<file path="config.mk">
export PLATFORM = sky130hd
export DESIGN_NAME = jtag_dr_bridge_flat
export DESIGN_NICKNAME = d
export VERILOG_FILES = /design/src/rtl/jtag_dr_bridge_if.sv /design/src/rtl/jtag_dr_bridge.sv /design/src/flat_wrapper.sv
export SDC_FILE = /design/constraint.sdc
export NUM_CORES = 1
export LEC_CHECK = 0
export CORE_ASPECT_RATIO = 2
export CORE_MARGIN = 1
export CORE_UTILIZATION = 60
export CTS_CLUSTER_DIAMETER = 40
export DETAILED_ROUTE_END_ITERATION = 10
export PLACE_DENSITY_LB_ADDON = 0.2
export SLEW_MARGIN = 10
export SYNTH_ARGS = -nofsm -noshare
export SYNTH_HDL_FRONTEND = slang
export SYNTH_SLANG_ARGS = --single-unit
</file>
<file path="constraint.sdc">
create_clock -name debug_clock -period 7.54 [get_ports debug_clock]
set_input_delay 1.131 -clock debug_clock [delete_from_list [all_inputs] [get_ports debug_clock]]
set_output_delay 1.131 -clock debug_clock [all_outputs]
set_load 0.01 [all_outputs]
</file>
<file path="src/rtl/jtag_dr_bridge_if.sv">
// Word-stream handshake between the JTAG DR bridge and fabric logic.
// master = bridge side, slave = fabric consumer/producer side.
interface jtag_dr_bridge_if #(
    parameter int W = 32
);
    logic [W-1:0] rx_data;
    logic         rx_valid;
    logic         rx_ready;
    logic [W-1:0] tx_data;
    logic         tx_valid;
    logic         tx_ready;

    modport master (
        output rx_data,
        output rx_valid,
        input  rx_ready,
        input  tx_data,
        input  tx_valid,
        output tx_ready
    );

    modport slave (
        input  rx_data,
        input  rx_valid,
        output rx_ready,
        output tx_data,
        output tx_valid,
        input  tx_ready
    );
endinterface

</file>
<file path="src/rtl/jtag_dr_bridge.sv">
// BSCANE2 USER-chain DR bridge: oversampled JTAG scans become a word
// stream on debug_clock; fabric words are returned on the next capture.
module jtag_dr_bridge #(
    parameter int                     JDATA_WIDTH = 32,
    parameter logic [JDATA_WIDTH-1:0] IDLE_WORD   = '0
) (
    input  logic             debug_clock,
    input  logic             debug_reset_n,
    input  logic             jtag_tck,
    input  logic             jtag_tdi,
    input  logic             jtag_sel,
    input  logic             jtag_shift,
    input  logic             jtag_capture,
    input  logic             jtag_update,
    output logic             jtag_tdo,
    jtag_dr_bridge_if.master bus,
    output logic             rx_overflow,
    output logic             frame_err,
    input  logic             err_clear
);

    localparam int W  = JDATA_WIDTH;
    localparam int CW = $clog2(W + 2);
    localparam logic [CW-1:0] CNT_FULL = CW'(W);
    localparam logic [CW-1:0] CNT_MAX  = CW'(W + 1);

    typedef enum logic [1:0] {
        S_IDLE,
        S_SHIFT,
        S_COMMIT
    } state_t;

    logic [2:0] tck_q;
    logic [1:0] tdi_q;
    logic [1:0] sel_q;
    logic [1:0] shf_q;
    logic [1:0] cap_q;
    logic [1:0] upd_q;

    state_t        state_q, state_d;
    logic [W-1:0]  sr_q, sr_d;
    logic [CW-1:0] cnt_q, cnt_d;
    logic [W-1:0]  tx_hold_q;
    logic          tx_full_q;
    logic          tdo_q;
    logic          ovf_q;
    logic          ferr_q;

    logic [W-1:0]  mem_q [2];
    logic          wr_q;
    logic          rd_q;
    logic [1:0]    fcnt_q;

    logic tck_rise, tck_fall;
    logic tdi_s, sel_s, shf_s, cap_s, upd_s;
    logic tx_take, commit;
    logic len_ok, fifo_full;
    logic push, pop, tx_load;
    logic ovf_set, ferr_set;
    logic [W-1:0] cap_word;

    always_ff @(posedge debug_clock or negedge debug_reset_n) begin
        if (!debug_reset_n) begin
            tck_q <= '0;
            tdi_q <= '0;
            sel_q <= '0;
            shf_q <= '0;
            cap_q <= '0;
            upd_q <= '0;
        end else begin
            tck_q <= {tck_q[1:0], jtag_tck};
            tdi_q <= {tdi_q[0], jtag_tdi};
            sel_q <= {sel_q[0], jtag_sel};
            shf_q <= {shf_q[0], jtag_shift};
            cap_q <= {cap_q[0], jtag_capture};
            upd_q <= {upd_q[0], jtag_update};
        end
    end

    assign tck_rise = tck_q[1] & ~tck_q[2];
    assign tck_fall = ~tck_q[1] & tck_q[2];
    assign tdi_s    = tdi_q[1];
    assign sel_s    = sel_q[1];
    assign shf_s    = shf_q[1];
    assign cap_s    = cap_q[1];
    assign upd_s    = upd_q[1];

    // Capture takes the pending tx word before any same-cycle load lands.
    assign cap_word = tx_full_q ? tx_hold_q : IDLE_WORD;

    always_comb begin
        state_d = state_q;
        sr_d    = sr_q;
        cnt_d   = cnt_q;
        tx_take = 1'b0;
        commit  = 1'b0;
        unique case (state_q)
            S_IDLE: begin
                if (tck_rise && sel_s && cap_s) begin
                    sr_d    = cap_word;
                    tx_take = 1'b1;
                    cnt_d   = '0;
                    state_d = S_SHIFT;
                end
            end
            S_SHIFT: begin
                if (tck_rise) begin
                    if (!sel_s) begin
                        state_d = S_IDLE;
                    end else if (cap_s) begin
                        sr_d    = cap_word;
                        tx_take = 1'b1;
                        cnt_d   = '0;
                    end else if (upd_s) begin
                        state_d = S_COMMIT;
                    end else if (shf_s) begin
                        sr_d = {tdi_s, sr_q[W-1:1]};
                        if (cnt_q != CNT_MAX) begin
                            cnt_d = cnt_q + 1'b1;
                        end
                    end
                end
            end
            S_COMMIT: begin
                commit  = 1'b1;
                state_d = S_IDLE;
            end
            default: state_d = S_IDLE;
        endcase
    end

    assign len_ok    = (cnt_q == CNT_FULL);
    assign fifo_full = (fcnt_q == 2'd2);
    assign pop       = bus.rx_valid & bus.rx_ready;
    assign push      = commit & len_ok & (~fifo_full | pop);
    assign ovf_set   = commit & len_ok & fifo_full & ~pop;
    assign ferr_set  = commit & ~len_ok;
    assign tx_load   = bus.tx_valid & ~tx_full_q;

    always_ff @(posedge debug_clock or negedge debug_reset_n) begin
        if (!debug_reset_n) begin
            state_q   <= S_IDLE;
            sr_q      <= '0;
            cnt_q     <= '0;
            tx_hold_q <= '0;
            tx_full_q <= 1'b0;
            tdo_q     <= 1'b0;
            ovf_q     <= 1'b0;
            ferr_q    <= 1'b0;
            mem_q[0]  <= '0;
            mem_q[1]  <= '0;
            wr_q      <= 1'b0;
            rd_q      <= 1'b0;
            fcnt_q    <= '0;
        end else begin
            state_q <= state_d;
            sr_q    <= sr_d;
            cnt_q   <= cnt_d;
            if (tx_load) begin
                tx_hold_q <= bus.tx_data;
            end
            tx_full_q <= tx_load | (tx_full_q & ~tx_take);
            if (tck_fall && state_q != S_COMMIT) begin
                tdo_q <= sr_q[0];
            end
            ovf_q  <= ovf_set | (ovf_q & ~err_clear);
            ferr_q <= ferr_set | (ferr_q & ~err_clear);
            if (push) begin
                mem_q[wr_q] <= sr_q;
            end
            wr_q   <= wr_q ^ push;
            rd_q   <= rd_q ^ pop;
            fcnt_q <= fcnt_q + {1'b0, push} - {1'b0, pop};
        end
    end

    assign jtag_tdo     = tdo_q;
    assign rx_overflow  = ovf_q;
    assign frame_err    = ferr_q;
    assign bus.rx_valid = (fcnt_q != 2'd0);
    assign bus.rx_data  = mem_q[rd_q];
    assign bus.tx_ready = ~tx_full_q;

endmodule
</file>
<file path="src/flat_wrapper.sv">
// flat-port wrapper written by rule: the top's interface ports become plain ports
module jtag_dr_bridge_flat 
#(
    parameter int                     JDATA_WIDTH = 32,
    parameter logic [JDATA_WIDTH-1:0] IDLE_WORD   = '0
)
  (debug_clock, debug_reset_n, jtag_tck, jtag_tdi, jtag_sel, jtag_shift, jtag_capture, jtag_update, jtag_tdo, rx_overflow, frame_err, err_clear, bus_rx_data, bus_rx_valid, bus_rx_ready, bus_tx_data, bus_tx_valid, bus_tx_ready);
  jtag_dr_bridge_if bus_i ();
  input  logic debug_clock;
  input  logic debug_reset_n;
  input  logic jtag_tck;
  input  logic jtag_tdi;
  input  logic jtag_sel;
  input  logic jtag_shift;
  input  logic jtag_capture;
  input  logic jtag_update;
  output logic jtag_tdo;
  output logic rx_overflow;
  output logic frame_err;
  input  logic err_clear;
  output wire logic [$bits(bus_i.rx_data)-1:0] bus_rx_data;
  output wire logic [$bits(bus_i.rx_valid)-1:0] bus_rx_valid;
  input wire logic [$bits(bus_i.rx_ready)-1:0] bus_rx_ready;
  input wire logic [$bits(bus_i.tx_data)-1:0] bus_tx_data;
  input wire logic [$bits(bus_i.tx_valid)-1:0] bus_tx_valid;
  output wire logic [$bits(bus_i.tx_ready)-1:0] bus_tx_ready;
  assign bus_rx_data = bus_i.rx_data;
  assign bus_rx_valid = bus_i.rx_valid;
  assign bus_i.rx_ready = bus_rx_ready;
  assign bus_i.tx_data = bus_tx_data;
  assign bus_i.tx_valid = bus_tx_valid;
  assign bus_tx_ready = bus_i.tx_ready;
  jtag_dr_bridge #(.JDATA_WIDTH(JDATA_WIDTH), .IDLE_WORD(IDLE_WORD)) u_core (.debug_clock(debug_clock), .debug_reset_n(debug_reset_n), .jtag_tck(jtag_tck), .jtag_tdi(jtag_tdi), .jtag_sel(jtag_sel), .jtag_shift(jtag_shift), .jtag_capture(jtag_capture), .jtag_update(jtag_update), .jtag_tdo(jtag_tdo), .bus(bus_i), .rx_overflow(rx_overflow), .frame_err(frame_err), .err_clear(err_clear));
endmodule
</file>
### After elaboration in Yosys (flattened, before gate mapping)

Index checks and enable logic that the tools add are counted.
Widths: inputs -> output; s select.

| word-level totals | value |
|---|---|
| input bits | 43 |
| latch bits | 0 |
| flip-flop bits (word level) | 157 |
| memories | 0 |
| bits in read-only memories | 0 |
| logic and storage cells | 111 |
| bits in writable memories | 0 |
| output and inout port bits | 37 |

| operators by class | value |
|---|---|
| order comparisons | 3 |
| multiply operators | 0 |
| reductions and logical operators | 10 |
| bitwise gates (word level) | 28 |
| muxes and demuxes | 34 |
| eq/ne operators | 14 |
| shifts and indexed selects | 0 |
| divide/modulo/power cells | 0 |
| add/sub/neg operators | 3 |

Operators with widths:

| kind | count |
|---|---|
| $mux 32 | 11 |
| $bwmux 64 | 1 |
| $pmux 32 s2 | 1 |
| $mux 6 | 7 |
| $demux 32 s1 | 1 |
| $and 1x1->1 | 12 |
| $pmux 6 s2 | 1 |
| $mux 2 | 5 |
| $not 1->1 | 8 |
| $reduce_and 7->1 | 1 |
| $add 6x1->6 const B | 1 |
| $eq 6x6->1 const B | 1 |
| $ne 2x1->1 const B | 3 |
| $ne 3x1->1 const B | 2 |
| $ne 3x3->1 const B | 2 |
| $ne 6x6->1 const B | 1 |
| $reduce_and 6->1 | 1 |
| $mux 1 | 5 |
| $eq 2x2->1 const B | 2 |
| $ge 2x2->1 const B | 2 |
| $logic_and 1x1->1 | 4 |
| $not 1->2 | 2 |
| $or 1x1->1 | 4 |
| $pmux 2 s2 | 1 |
| other kinds (11) | 13 |

### Longest topological paths before layout

Gate-level depths: netlist (run 1).

| depth | value |
|---|---|
| word-level depth | 9 |
| depth in mapped cells | 8 |
| gate-level depth less buffers | 7 |

### Least setup slack after synthesis (run 1)

No wires, ideal clock.

| path | value |
|---|---|
| path type | input-to-reg |
| start point | input port bus_rx_ready |
| end point | register u_core.mem_q[10] (netlist name) |
| stages on the path | 7 |
| setup slack | 4.924 ns |
| required time | 7.415 ns |
| arrival | 2.491 ns |
| setup time | 0.125 ns |
| path buffers | 2 |
| cell sequence | inv_1 -> nand3_1 -> nor2b_1 -> ha_1 -> clkbuf_1 -> buf_1 -> mux2_2 |

| on the way | value |
|---|---|
| word-level cells in the longest chain between the ends | 3 |

RTL lines:

| what | line | source |
|---|---|---|
| start, declared | flat_wrapper.sv:23 | `input wire logic [$bits(bus_i.rx_ready)-1:0] bus_rx_ready;` |
| $and 1x1->1 | jtag_dr_bridge.sv:134 | `assign pop = bus.rx_valid & bus.rx_ready;` |
| $or 1x1->1 | jtag_dr_bridge.sv:135 | `assign push = commit & len_ok & (~fifo_full \| pop);` |
| $and 1x1->1 | jtag_dr_bridge.sv:135 |  |
| end signal, assigned by index | jtag_dr_bridge.sv:169 | `mem_q[wr_q] <= sr_q;` |
| end, declared | jtag_dr_bridge.sv:49 | `logic [W-1:0] mem_q [2];` |

Every way passes these cells.
A chain may end at the register's enable or synchronous reset.

### Worst setup path after layout (run 1)

| path | value |
|---|---|
| start point | register u_core.rd_q |
| end point | output port bus_rx_data[22] |

| on the way | value |
|---|---|
| word-level cells in the longest chain between the ends | 4 |

RTL lines:

| what | line | source |
|---|---|---|
| start, declared | jtag_dr_bridge.sv:51 | `logic rd_q;` |
| start signal, assigned | jtag_dr_bridge.sv:172 | `rd_q <= rd_q ^ pop;` |
| $not 1->2 (implied by the code) | jtag_dr_bridge.sv:181 | `assign bus.rx_data = mem_q[rd_q];` |
| $mux 32 (implied by the code) (3 in series) | jtag_dr_bridge.sv:181 |  |
| end, declared | flat_wrapper.sv:21 | `output wire logic [$bits(bus_i.rx_data)-1:0] bus_rx_data;` |

Every way passes these cells. The select of a mux whose other input is x is not followed.

==> results by group, run 1 <==
Global routing
  • Number of global-route vias before repair: roughly 4600
  • First-pass GRT wire length: 22.9 mm
  • Maximum number of pins on one net before global-route repair: 85
  • Total global-route track usage: between 20% and 30%
  • Antenna violations before repair: 0
  • Remaining global-route overflow: 0

Detailed routing
  • Routed wirelength normalized by instance count: 18.7 µm
  • Post-route ant nets: 0
  • Final WL: 13.9 mm
  • Via/cell ratio: 5.78
  • Number of DRC markers after the initial detailed-route iteration: 208
  • DRC violations left: 0
  • Number of detailed-routing iterations run before antenna repair: 4
  • Number of vias in the routed layout: around 4300

Floorplanning
  • Area of the placeable core: ~11000 µm²
  • Standard-cell row count: 54
  • Horizontal die dimension: ~76 µm
  • Die ar.: roughly 12000 µm²
  • Starting Density: approximately 61%
  • Top-Level Pins: 80
  • Die outline height: 151 µm

Hold path
  • Hold Crit Class: reg2reg

Worst setup path
  • Worst path slowest cell: sky130_fd_sc_hd__dfrtp_1
  • Critical Setup Path Class: reg2out
  • Critical path's largest stage delay: 0.66 ns
  • Largest fanout of any net on the critical path: 22
  • Worst endpoint required time: 6.41 ns
  • Worst Path Arrival: 2.35 ns
  • Worst path cell trace: buf_4, mux2_2, clkdlybuf4s50_1
  • Number of buffers and inverters on the critical path: 2
  • Launching element type of the critical path: flip-flop
  • Cell family with the largest share of critical-path delay: buffers and inverters
  • Kind of capture point of the worst setup path: output port

Timing
  • Worst hold-check slack: roughly 0.35 ns
  • Time the final worst path needs with I/O delays and setup: 3.48 ns
  • Max-slew violation total from the final report: 0
  • Post-route clock skew: 0.00754 ns
  • Final count of hold timing violations: 0
  • Setup tns final: 0 ns
  • Max Fclk: 288 MHz
  • Number of failing setup endpoints in the final timing report: 0
  • Fraction of the cycle the final worst path needs: 46.1%
  • Worst Tran Pin Value: just over 1 ns
  • Normalized max-slew margin: roughly 32%
  • RSZ-0062 raised after global routing: no

CTS
  • Number of gates resized after cts: 0
  • Number of setup buffers added after CTS: 0
  • TritonCTS clock tree: done
  • Hold-fix buffers at CTS: 0
  • Worst-skew pair later-pin latency: 0.42 ns
  • Worst-case clock buffer depth: 2
  • Number of H-tree levels: 4
  • Number of clock buffers inserted by TritonCTS: 17
  • Clk Tree Root Cell: sky130_fd_sc_hd__clkbuf_16
  • Clk slew on worst S/H paths: around 0.060 ns
  • Total clock sinks: 157

Flow run
  • Max-cap violation count: 0

Synthesis
  • Adder-cell share of the synthesized area: 1.32%
  • Top FF cell, synth: sky130_fd_sc_hd__dfrtp_1
  • Cell types with the highest counts after synthesis: 157 x sky130_fd_sc_hd__dfrtp_1, 127 x sky130_fd_sc_hd__mux2_2, 34 x sky130_fd_sc_hd__a21oi_1, 34 x sky130_fd_sc_hd__and3_1, 34 x sky130_fd_sc_hd__nand2_1
  • Gate Count Post-Synth: 514
  • Share of synthesized cell area in and, or, nand and nor gates: 7.50%
  • Post-synthesis sequential area ratio: 59.2%
  • Proportion of synthesized flip-flops having asynchronous set or reset: 100%
  • Syn avg cell area: 12.9 µm²
  • Yosys top cell area share: 59.2%
  • Cell area after technology mapping: 6640 µm²
  • Most area-hungry cell type in the Yosys netlist: sky130_fd_sc_hd__dfrtp_1
  • Synth Area in XOR/XNOR: 0.396%
  • Top post-synthesis cells by area: sky130_fd_sc_hd__dfrtp_1 59%, sky130_fd_sc_hd__mux2_2 22%, sky130_fd_sc_hd__and3_1 3.2%, sky130_fd_sc_hd__a21oi_1 2.6%, sky130_fd_sc_hd__o21ai_0 2.0%
  • Combinational family with the most area after synthesis: multiplexers
  • Share of synthesized area spent on multiplexers: between 20% and 30%
  • Library cell with the highest instance count after synthesis: sky130_fd_sc_hd__dfrtp_1
  • Warning count from the yosys run: 0
  • EDFF count, synth: 0
  • Post-synth cell types: 40
  • Synthesis-stage register bit count: 157
  • Synthesized netlist net count: 564
  • Compound-gate portion of the synthesized area: 6.88%

Placed design
  • Dpl hpwl: 8.50 mm
  • Number of placed instances with taps included: about 700
  • Count of input and output buffers: 79
  • GP Congestion: 0.751

Run status
  • Outcome: complete, no violations

Cells and area
  • Share of final-layout standard cells stronger than drive strength 1: 28.7%
  • Net count reported at finish: 636
  • Count of inserted antenna diode cells: 0
  • Non-filler instance count after layout: 739
  • Relative area change from synthesis to final layout: 22.9%

Pwr
  • Power Dens Cells: 282 nW/µm²
  • Standby leakage power: 3.84 nW
  • Power consumption: 0.00230 W
  • Largest voltage drop on the vdd net: 0.197 mV
## cells by family after synthesis
| logic type | count (synthesis) |
|---|---|
| AOI/OAI and AO/OA | 84 |
| and+or+nand+nor | 90 |
| xor gates and xnor gates | 3 |
| buffers and inverters | 43 |
| DFF | 157 |
| adders and majority gates | 7 |
| muxes | 130 |
## area by class of cell
| type | count | area (µm²) |
|---|---|---|
| Clock inverter | 13 | 191 |
| Multi-Input combinational cell | 314 | 2550 |
| Timing Repair Buffer | 86 | 845 |
| Sequential cell | 157 | 3930 |
| Tap cell | 140 | 175 |
| Inverter | 10 | 37.5 |
| Fill cell | 729 | 2650 |
| Clock buffer | 19 | 433 |
## placed cells by master (no fill, tap or decap), types with 2 or more instances in the layout
cell and count:
sky130_fd_sc_hd__mux2_2 127, sky130_fd_sc_hd__clkbuf_16 17, sky130_fd_sc_hd__ha_1 7, sky130_fd_sc_hd__a31oi_1 3
sky130_fd_sc_hd__a21oi_1 34, sky130_fd_sc_hd__o21ai_1 11, sky130_fd_sc_hd__nand2_1 34, sky130_fd_sc_hd__and3_1 34
sky130_fd_sc_hd__inv_1 10, sky130_fd_sc_hd__o21ai_0 27, sky130_fd_sc_hd__mux2_1 2, sky130_fd_sc_hd__clkdlybuf4s50_1 78
sky130_fd_sc_hd__nand2b_1 3, sky130_fd_sc_hd__nand4b_1 2, sky130_fd_sc_hd__nor2_1 3, sky130_fd_sc_hd__dfrtp_1 157
sky130_fd_sc_hd__nand3_1 2, sky130_fd_sc_hd__clkinv_4 4, sky130_fd_sc_hd__clkinvlp_4 3, sky130_fd_sc_hd__clkbuf_1 2
sky130_fd_sc_hd__xnor2_1 2, sky130_fd_sc_hd__nor2b_1 2, sky130_fd_sc_hd__buf_4 7, sky130_fd_sc_hd__bufinv_16 4
sky130_fd_sc_hd__o31ai_1 2
## per-layer routing
metal  up-vias  track usage, %  wire, µm
li1       1958               -         -
met1      2189            29.9      5320
met2       104            47.5      7700
met3        24            4.70       410
met4         0            13.8       421
met5         -               0         0
## worst paths after layout
path / depth (start not counted) / from / end / slack, ns
hold reg to reg: 0 / u_core.upd_q[0]$_DFF_PN0_ / u_core.upd_q[1]$_DFF_PN0_ / 0.35
setup reg to reg: 6 / u_core.cnt_q[3]$_DFFE_PN0P_ / u_core.mem_q[1]$_DFFE_PN0P_ / 4.63
hold / removal: 0 / u_core.upd_q[0]$_DFF_PN0_ / u_core.upd_q[1]$_DFF_PN0_ / 0.35
max in group asynchronous: 2 / debug_reset_n / u_core.tx_hold_q[17]$_DFFE_PN0P_ / 5.34
min in group asynchronous: 1 / debug_reset_n / u_core.sr_q[7]$_DFFE_PN0P_ / 0.73
setup / recovery: 3 / u_core.rd_q$_DFF_PN0_ / bus_rx_data[22] / 4.06
## state kept, by name (all words and copies together) (netlist names), 2 cells and up
register	cells
u_core.tdi_q	2
u_core.fcnt_q	2
u_core.upd_q	2
u_core.cap_q	2
u_core.tck_q	3
u_core.state_q	2
u_core.shf_q	2
u_core.cnt_q	6
u_core.mem_q	64
u_core.tx_hold_q	32
u_core.sel_q	2
u_core.sr_q	32
## per-stage QoR
step,util (%),setup WS (ns),instance area (µm²)
6_report,75.5,4.06,8160
5_1_grt,75.5,3.97,8160
4_1_cts,75.5,4.05,8160
3_5_place_dp,69.7,4.34,7540
3_3_place_gp,69.7,4.42,7540
2_1_floorplan,-,4.92,6640
## where the power goes
group	switching, W	internal [W]
Combinational	0.000150	0.000176
Sequential	0.000113	0.000968
Clock	0.000342	0.000556
No activity file was read; power rests on OpenSTA's default activity.
==> run 2: changes to the inputs <==
--- a/config.mk
+++ b/config.mk
@@ -7,7 +7,7 @@
 export LEC_CHECK = 0
 export CORE_ASPECT_RATIO = 2
 export CORE_MARGIN = 1
-export CORE_UTILIZATION = 60
+export CORE_UTILIZATION = 56
 export CTS_CLUSTER_DIAMETER = 40
 export DETAILED_ROUTE_END_ITERATION = 10
 export PLACE_DENSITY_LB_ADDON = 0.2
==> constraint.sdc (replaced) <==
create_clock -name debug_clock -period 3.2 [get_ports debug_clock]
set_input_delay 0.48 -clock debug_clock [delete_from_list [all_inputs] [get_ports debug_clock]]
set_output_delay 0.48 -clock debug_clock [all_outputs]
set_load 0.01 [all_outputs]
==> run 2 against run 1 <==
Worst setup slack got worse by 3.5 ns. Non-clock buffer count rose by 4. Critical path depth did not move. Hold slack barely moved. Design area rose by 0.63%. Clock-buffer cell count did not move. Critical endpoint is now bus_rx_data[20]. Largest power group unchanged.
==> results by group, run 2 (synthesis results as in run 1) <==
Run status
  • Outcome: complete, no violations

Placed design
  • Count of input and output buffers: 79
  • GP Congestion: 0.740
  • Dpl hpwl: 9.05 mm
  • Cell area after placement: 7620 µm²

Worst setup path
  • Flop-to-flop setup slack: 0.61 ns
  • Launching element type of the critical path: flip-flop
  • Launch point of the worst reg-to-reg path: u_core.cnt_q[3]$_DFFE_PN0P_
  • Worst endpoint required time: 2.72 ns
  • Logic depth of the worst register-to-register path: 7
  • Worst Path Arrival: about 2.2 ns
  • Critical Setup Path Class: reg2out
  • Worst R2R End: u_core.mem_q[55]$_DFFE_PN0P_
  • Kind of capture point of the worst setup path: output port
  • Largest fanout of any net on the critical path: 30

Global routing
  • Total global-route track usage: 24.6%
  • Maximum number of pins on one net before global-route repair: 86
  • Remaining global-route overflow: 0
  • First-pass GRT wire length: 22.9 mm
  • Number of global-route vias before repair: 4752
  • Antenna violations before repair: 0

Detailed routing
  • DRC violations left: 0
  • Post-route ant nets: 0
  • Final WL: 13.6 mm
  • Number of DRC markers after the initial detailed-route iteration: 138
  • Number of detailed-routing iterations run before antenna repair: 4
  • Number of vias in the routed layout: about 4300
  • Via/cell ratio: 5.72
  • Routed wirelength normalized by instance count: approximately 18 µm

CTS
  • Worst-skew pair later-pin latency: approximately 0.42 ns
  • Clk slew on worst S/H paths: 0.06 ns
  • Clk Tree Root Cell: sky130_fd_sc_hd__clkbuf_16
  • Number of H-tree levels: 4
  • Number of clock buffers inserted by TritonCTS: 17
  • TritonCTS clock tree: done
  • Worst-case clock buffer depth: 2
  • Total clock sinks: roughly 160
  • Number of setup buffers added after CTS: 0

Floorplanning
  • Top-Level Pins: 80
  • Horizontal die dimension: 79.0 µm
  • Die outline height: roughly 160 µm
  • Starting Density: 58.1%
  • Area of the placeable core: 11400 µm²
  • Die ar.: 12300 µm²
  • Standard-cell row count: 55

Timing
  • Post-route clock skew: approximately 0.011 ns
  • Fraction of the cycle the final worst path needs: 83.7%
  • RSZ-0062 raised after global routing: no
  • Setup tns final: 0 ns
  • Final count of hold timing violations: 0
  • Max Fclk: roughly 370 MHz
  • Worst Tran Pin Value: 1.24 ns
  • Normalized max-slew margin: around 17%
  • Time the final worst path needs with I/O delays and setup: 2.68 ns
  • Worst hold-check slack: 0.347 ns
  • Max-slew violation total from the final report: 0
  • Number of failing setup endpoints in the final timing report: 0

Cells and area
  • Filler Cells Inserted: approximately 860
  • Largest Register: u_core.mem_q
  • Largest registers: u_core.mem_q: 64 flops, u_core.sr_q: 32 flops, u_core.tx_hold_q: 32 flops
  • Final core utilization: 71.9%
  • Net count reported at finish: 640
  • Max FFs per register: 64
  • Count of inserted antenna diode cells: 0
  • Final Cell Area: around 8200 µm²
  • Most used cells in the layout excluding fill and tap cells: 157 x sky130_fd_sc_hd__dfrtp_1, 127 x sky130_fd_sc_hd__mux2_2, 78 x sky130_fd_sc_hd__clkdlybuf4s50_1
  • Share of final-layout standard cells stronger than drive strength 1: 29.1%
  • Most frequent standard cell in the layout excluding fill and tap cells: sky130_fd_sc_hd__dfrtp_1
  • Relative area change from synthesis to final layout: 23.7%

Pwr
  • Largest voltage drop on the vdd net: 0.481 mV
  • Power consumption: 0.00532 W
  • Power Dens Cells: approximately 650 nW/µm²
  • Standby leakage power: 3.86 nW

Hold path
  • Worst hold start: u_core.tdi_q[0]$_DFF_PN0_
  • Hold Crit Class: reg2reg
  • Hold Path Stages: 0
  • End point of the most critical hold path: u_core.tdi_q[1]$_DFF_PN0_

Flow run
  • Max-cap violation count: 0
## run 2: worst max path at each step
stage                           startpoint                      endpoint  slack, ns  cells after the start
2_1_floorplan  u_core.cnt_q[3]$_DFFE_PN0P_  u_core.mem_q[10]$_DFFE_PN0P_       0.65                      7
3_3_place_gp                  bus_rx_ready  u_core.mem_q[59]$_DFFE_PN0P_       0.68                      7
3_5_place_dp                  bus_rx_ready  u_core.mem_q[28]$_DFFE_PN0P_       0.60                      7
4_1_cts              u_core.rd_q$_DFF_PN0_               bus_rx_data[20]       0.50                      3
5_1_grt              u_core.rd_q$_DFF_PN0_               bus_rx_data[31]       0.42                      3
6_report             u_core.rd_q$_DFF_PN0_               bus_rx_data[20]       0.52                      3
## run 2: layer usage
layer	part of all wire (%)	wire [µm]	vias to the layer above	track usage, %
met2	56	7540	108	44.4
met4	2.9	391	0	11.3
li1	-	-	1958	-
met3	3.7	506	35	5.09
met1	38	5130	2149	27.1
met5	0	0	-	0
## run 2: power breakdown
group          internal (W)  switching (W)  total [W]
Combinational      0.000422       0.000376   0.000798
Sequential          0.00228       0.000241    0.00252
Clock               0.00124       0.000762    0.00200
Total               0.00394        0.00138    0.00532
## run 2: cell type report
cell class	count	area [µm²]	area share (%)
well taps	142	178	2.16
flip-flops and latches	157	3930	47.8
clock buffers	19	443	5.39
inverters	10	37.5	0.457
clock inverters	11	143	1.74
multi-input cells	314	2560	31.1
repair buffers	90	927	11.3
## run 2: stage by stage
step,worst slack [ns],std cells
2_1_floorplan,0.648,514
3_3_place_gp,0.676,712
3_5_place_dp,0.597,712
4_1_cts,0.498,743
5_1_grt,0.418,743
6_report,0.523,743
## run 2: critical path: stages, from the launching register on
cell and delay [ns]:
sky130_fd_sc_hd__dfrtp_1 0.43, sky130_fd_sc_hd__buf_4 0.44, sky130_fd_sc_hd__mux2_2 0.42, sky130_fd_sc_hd__clkdlybuf4s50_1 0.49
## run 2: timing repair
action                    CTS  global route
hold buffers                1             0
gates resized for setup     0             0
hold endpoints to repair   38             0
==> run 3: changes to the inputs <==
--- a/config.mk
+++ b/config.mk
@@ -7,7 +7,7 @@
 export LEC_CHECK = 0
 export CORE_ASPECT_RATIO = 2
 export CORE_MARGIN = 1
-export CORE_UTILIZATION = 56
+export CORE_UTILIZATION = 50
 export CTS_CLUSTER_DIAMETER = 40
 export DETAILED_ROUTE_END_ITERATION = 10
 export PLACE_DENSITY_LB_ADDON = 0.2
==> constraint.sdc (replaced) <==
create_clock -name debug_clock -period 2.19 [get_ports debug_clock]
set_input_delay 0.3285 -clock debug_clock [delete_from_list [all_inputs] [get_ports debug_clock]]
set_output_delay 0.3285 -clock debug_clock [all_outputs]
set_load 0.01 [all_outputs]
==> run 3 against run 2 <==
Flip-flop and latch count is the same. Clock-buffer cell count is the same. Cell count grew 4.6%. Non-clock buffer count grew 23. Critical path type unchanged. Highest routed layer unchanged.
==> results by group, run 3 (synthesis results as in run 1) <==
Run status
  • Outcome: complete, no violations

Placed design
  • Dpl hpwl: 9.40 mm
  • Pre-CTS setup slack: ~0.04 ns
  • GP Congestion: 0.808
  • Count of input and output buffers: 79
  • Cell area after placement: 7770 µm²

Floorplanning
  • Area of the placeable core: 13000 µm²
  • Die ar.: about 14000 µm²
  • Die outline height: between 150 and 200 µm
  • Horizontal die dimension: 83.5 µm
  • Top-Level Pins: 80
  • Standard-cell row count: 59
  • Starting Density: 51.1%

Global routing
  • Total global-route track usage: 22.0%
  • Maximum number of pins on one net before global-route repair: 58
  • Remaining global-route overflow: 0
  • First-pass GRT wire length: 23.0 mm
  • Number of global-route vias before repair: 4659
  • Antenna violations before repair: 0

Worst setup path
  • Cell family with the largest share of critical-path delay: buffers and inverters
  • Logic depth of the worst register-to-register path: 6
  • Worst R2R End: u_core.mem_q[21]$_DFFE_PN0P_
  • Critical Setup Path Class: reg2out
  • Worst endpoint required time: 1.86 ns
  • Launching element type of the critical path: flip-flop
  • Largest fanout of any net on the critical path: 13
  • Worst Path Arrival: about 1.8 ns
  • Kind of capture point of the worst setup path: output port
  • Worst path cell trace: buf_12, mux2_2, clkdlybuf4s50_1
  • Critical path's largest stage delay: roughly 0.48 ns
  • Flop-to-flop setup slack: 0.09 ns
  • Worst path slowest cell: sky130_fd_sc_hd__clkdlybuf4s50_1
  • Launch point of the worst reg-to-reg path: u_core.cnt_q[3]$_DFFE_PN0P_
  • Number of buffers and inverters on the critical path: 2

CTS
  • Number of H-tree levels: 4
  • Clk slew on worst S/H paths: 0.06 ns
  • Total clock sinks: 157
  • TritonCTS clock tree: done
  • Number of clock buffers inserted by TritonCTS: 17
  • Worst-skew pair later-pin latency: 0.42 ns
  • Clk Tree Root Cell: sky130_fd_sc_hd__clkbuf_16
  • Worst-case clock buffer depth: 2

Pwr
  • Sequential fraction of design power: about 45%
  • Standby leakage power: 4.21 nW
  • Largest voltage drop on the vdd net: between 0.6 and 0.7 mV
  • Fraction of power consumed by combinational cells: around 18%
  • Switching power: ~0.0021 W
  • Fraction of power spent switching nets: 26.1%
  • Portion of total power attributed to the clock network: 37.0%
  • Cell Int Power: 0.00604 W
  • Power Dens Cells: 961 nW/µm²

Cells and area
  • Final Cell Area: between 8000 and 9000 µm²
  • Storage cell area: 3930 µm²
  • Net count reported at finish: 663
  • Largest Register: u_core.mem_q
  • Final core utilization: between 60% and 70%
  • Most frequent standard cell in the layout excluding fill and tap cells: sky130_fd_sc_hd__dfrtp_1
  • Most used cells in the layout excluding fill and tap cells: 156 x sky130_fd_sc_hd__dfrtp_1, 127 x sky130_fd_sc_hd__mux2_2, 53 x sky130_fd_sc_hd__clkdlybuf4s50_1
  • Count of inserted antenna diode cells: 0
  • Share of final-layout standard cells stronger than drive strength 1: between 30% and 40%
  • Total area of multi-input combinational cells: 2570 µm²
  • Relative area change from synthesis to final layout: 28.2%
  • Filler Cells Inserted: 991
  • Largest registers: u_core.mem_q: 64 flops, u_core.sr_q: 32 flops, u_core.tx_hold_q: 32 flops
  • Max FFs per register: 64

Detailed routing
  • DRC violations left: 0
  • Number of detailed-routing iterations run before antenna repair: 4
  • Via/cell ratio: roughly 5.5
  • Number of DRC markers after the initial detailed-route iteration: between 200 and 300
  • Routed wirelength normalized by instance count: 18.3 µm
  • Final WL: 14.2 mm
  • Post-route ant nets: 0
  • Number of vias in the routed layout: 4292

Timing
  • Fraction of the cycle the final worst path needs: 97.4%
  • RSZ-0062 raised after global routing: yes
  • Final critical-path setup slack: 0.0562 ns
  • Max Fclk: 469 MHz
  • Number of failing setup endpoints in the final timing report: 0
  • Time the final worst path needs with I/O delays and setup: roughly 2.1 ns
  • Max-slew violation total from the final report: 0
  • Normalized max-slew margin: about two fifths
  • Final count of hold timing violations: 0
  • Worst Tran Pin Value: 0.906 ns
  • Setup tns final: 0 ns
  • Worst hold-check slack: 0.347 ns
  • Post-route clock skew: 0.0103 ns

Hold path
  • End point of the most critical hold path: u_core.shf_q[0]$_DFF_PN0_
  • Worst hold start: jtag_shift
  • Hold Crit Class: in2reg
  • Hold Path Stages: 1

Flow run
  • Max-cap violation count: 0
## run 3: power by group through the flow
stage / sequential (W) / combinational, W / clock, W
finish: 0.00369 / 0.00147 / 0.00303
detailed placement: 0.00373 / 0.00125 / 0
CTS: 0.00368 / 0.00128 / 0.00309
global route: 0.00374 / 0.00160 / 0.00321
floorplan: 0.00359 / 0.000839 / 0
global placement: 0.00371 / 0.00122 / 0
## run 3: how the worst max path moves through the flow
stage                                start                            to  slack (ns)  depth (start not counted)
2_1_floorplan  u_core.cnt_q[3]$_DFFE_PN0P_  u_core.mem_q[10]$_DFFE_PN0P_        0.04                          7
3_3_place_gp                  bus_rx_ready  u_core.mem_q[43]$_DFFE_PN0P_        0.08                          7
3_5_place_dp                  bus_rx_ready  u_core.mem_q[15]$_DFFE_PN0P_        0.04                          7
4_1_cts              u_core.rd_q$_DFF_PN0_               bus_rx_data[10]       0.004                          3
5_1_grt              u_core.rd_q$_DFF_PN0_                bus_rx_data[7]       0.004                          3
6_report             u_core.rd_q$_DFF_PN0_               bus_rx_data[15]        0.06                          3
## run 3: area by class of cell
class                      instances  area share (%)
timing repair buffer             113            13.7
clock buffer                      19            5.32
clock inverter                    12            1.88
inverter                          10           0.441
multi-input combinational        314            30.3
tap                              152            2.23
sequential                       157            46.2
## run 3: what timing repair did
action,CTS,global route
gates resized for setup,20,7
endpoints found under the setup margin,32,77
hold endpoints to repair,55,0
pin swaps,0,1
hold buffers,1,0
buffers inserted,1,14
## run 3: per-stage QoR
stage | power (W) | instances
6_report | 0.00818 | 777
5_1_grt | 0.00855 | 777
4_1_cts | 0.00805 | 763
3_5_place_dp | 0.00498 | 730
3_3_place_gp | 0.00492 | 730
2_1_floorplan | 0.00443 | 514
## run 3: routing by layer
layer,routed length (µm),vias up,track usage [%]
li1,-,2011,-
met1,5370,2163,24.0
met2,8050,93,40.6
met3,418,25,4.65
met4,380,0,9.94
met5,0,-,0
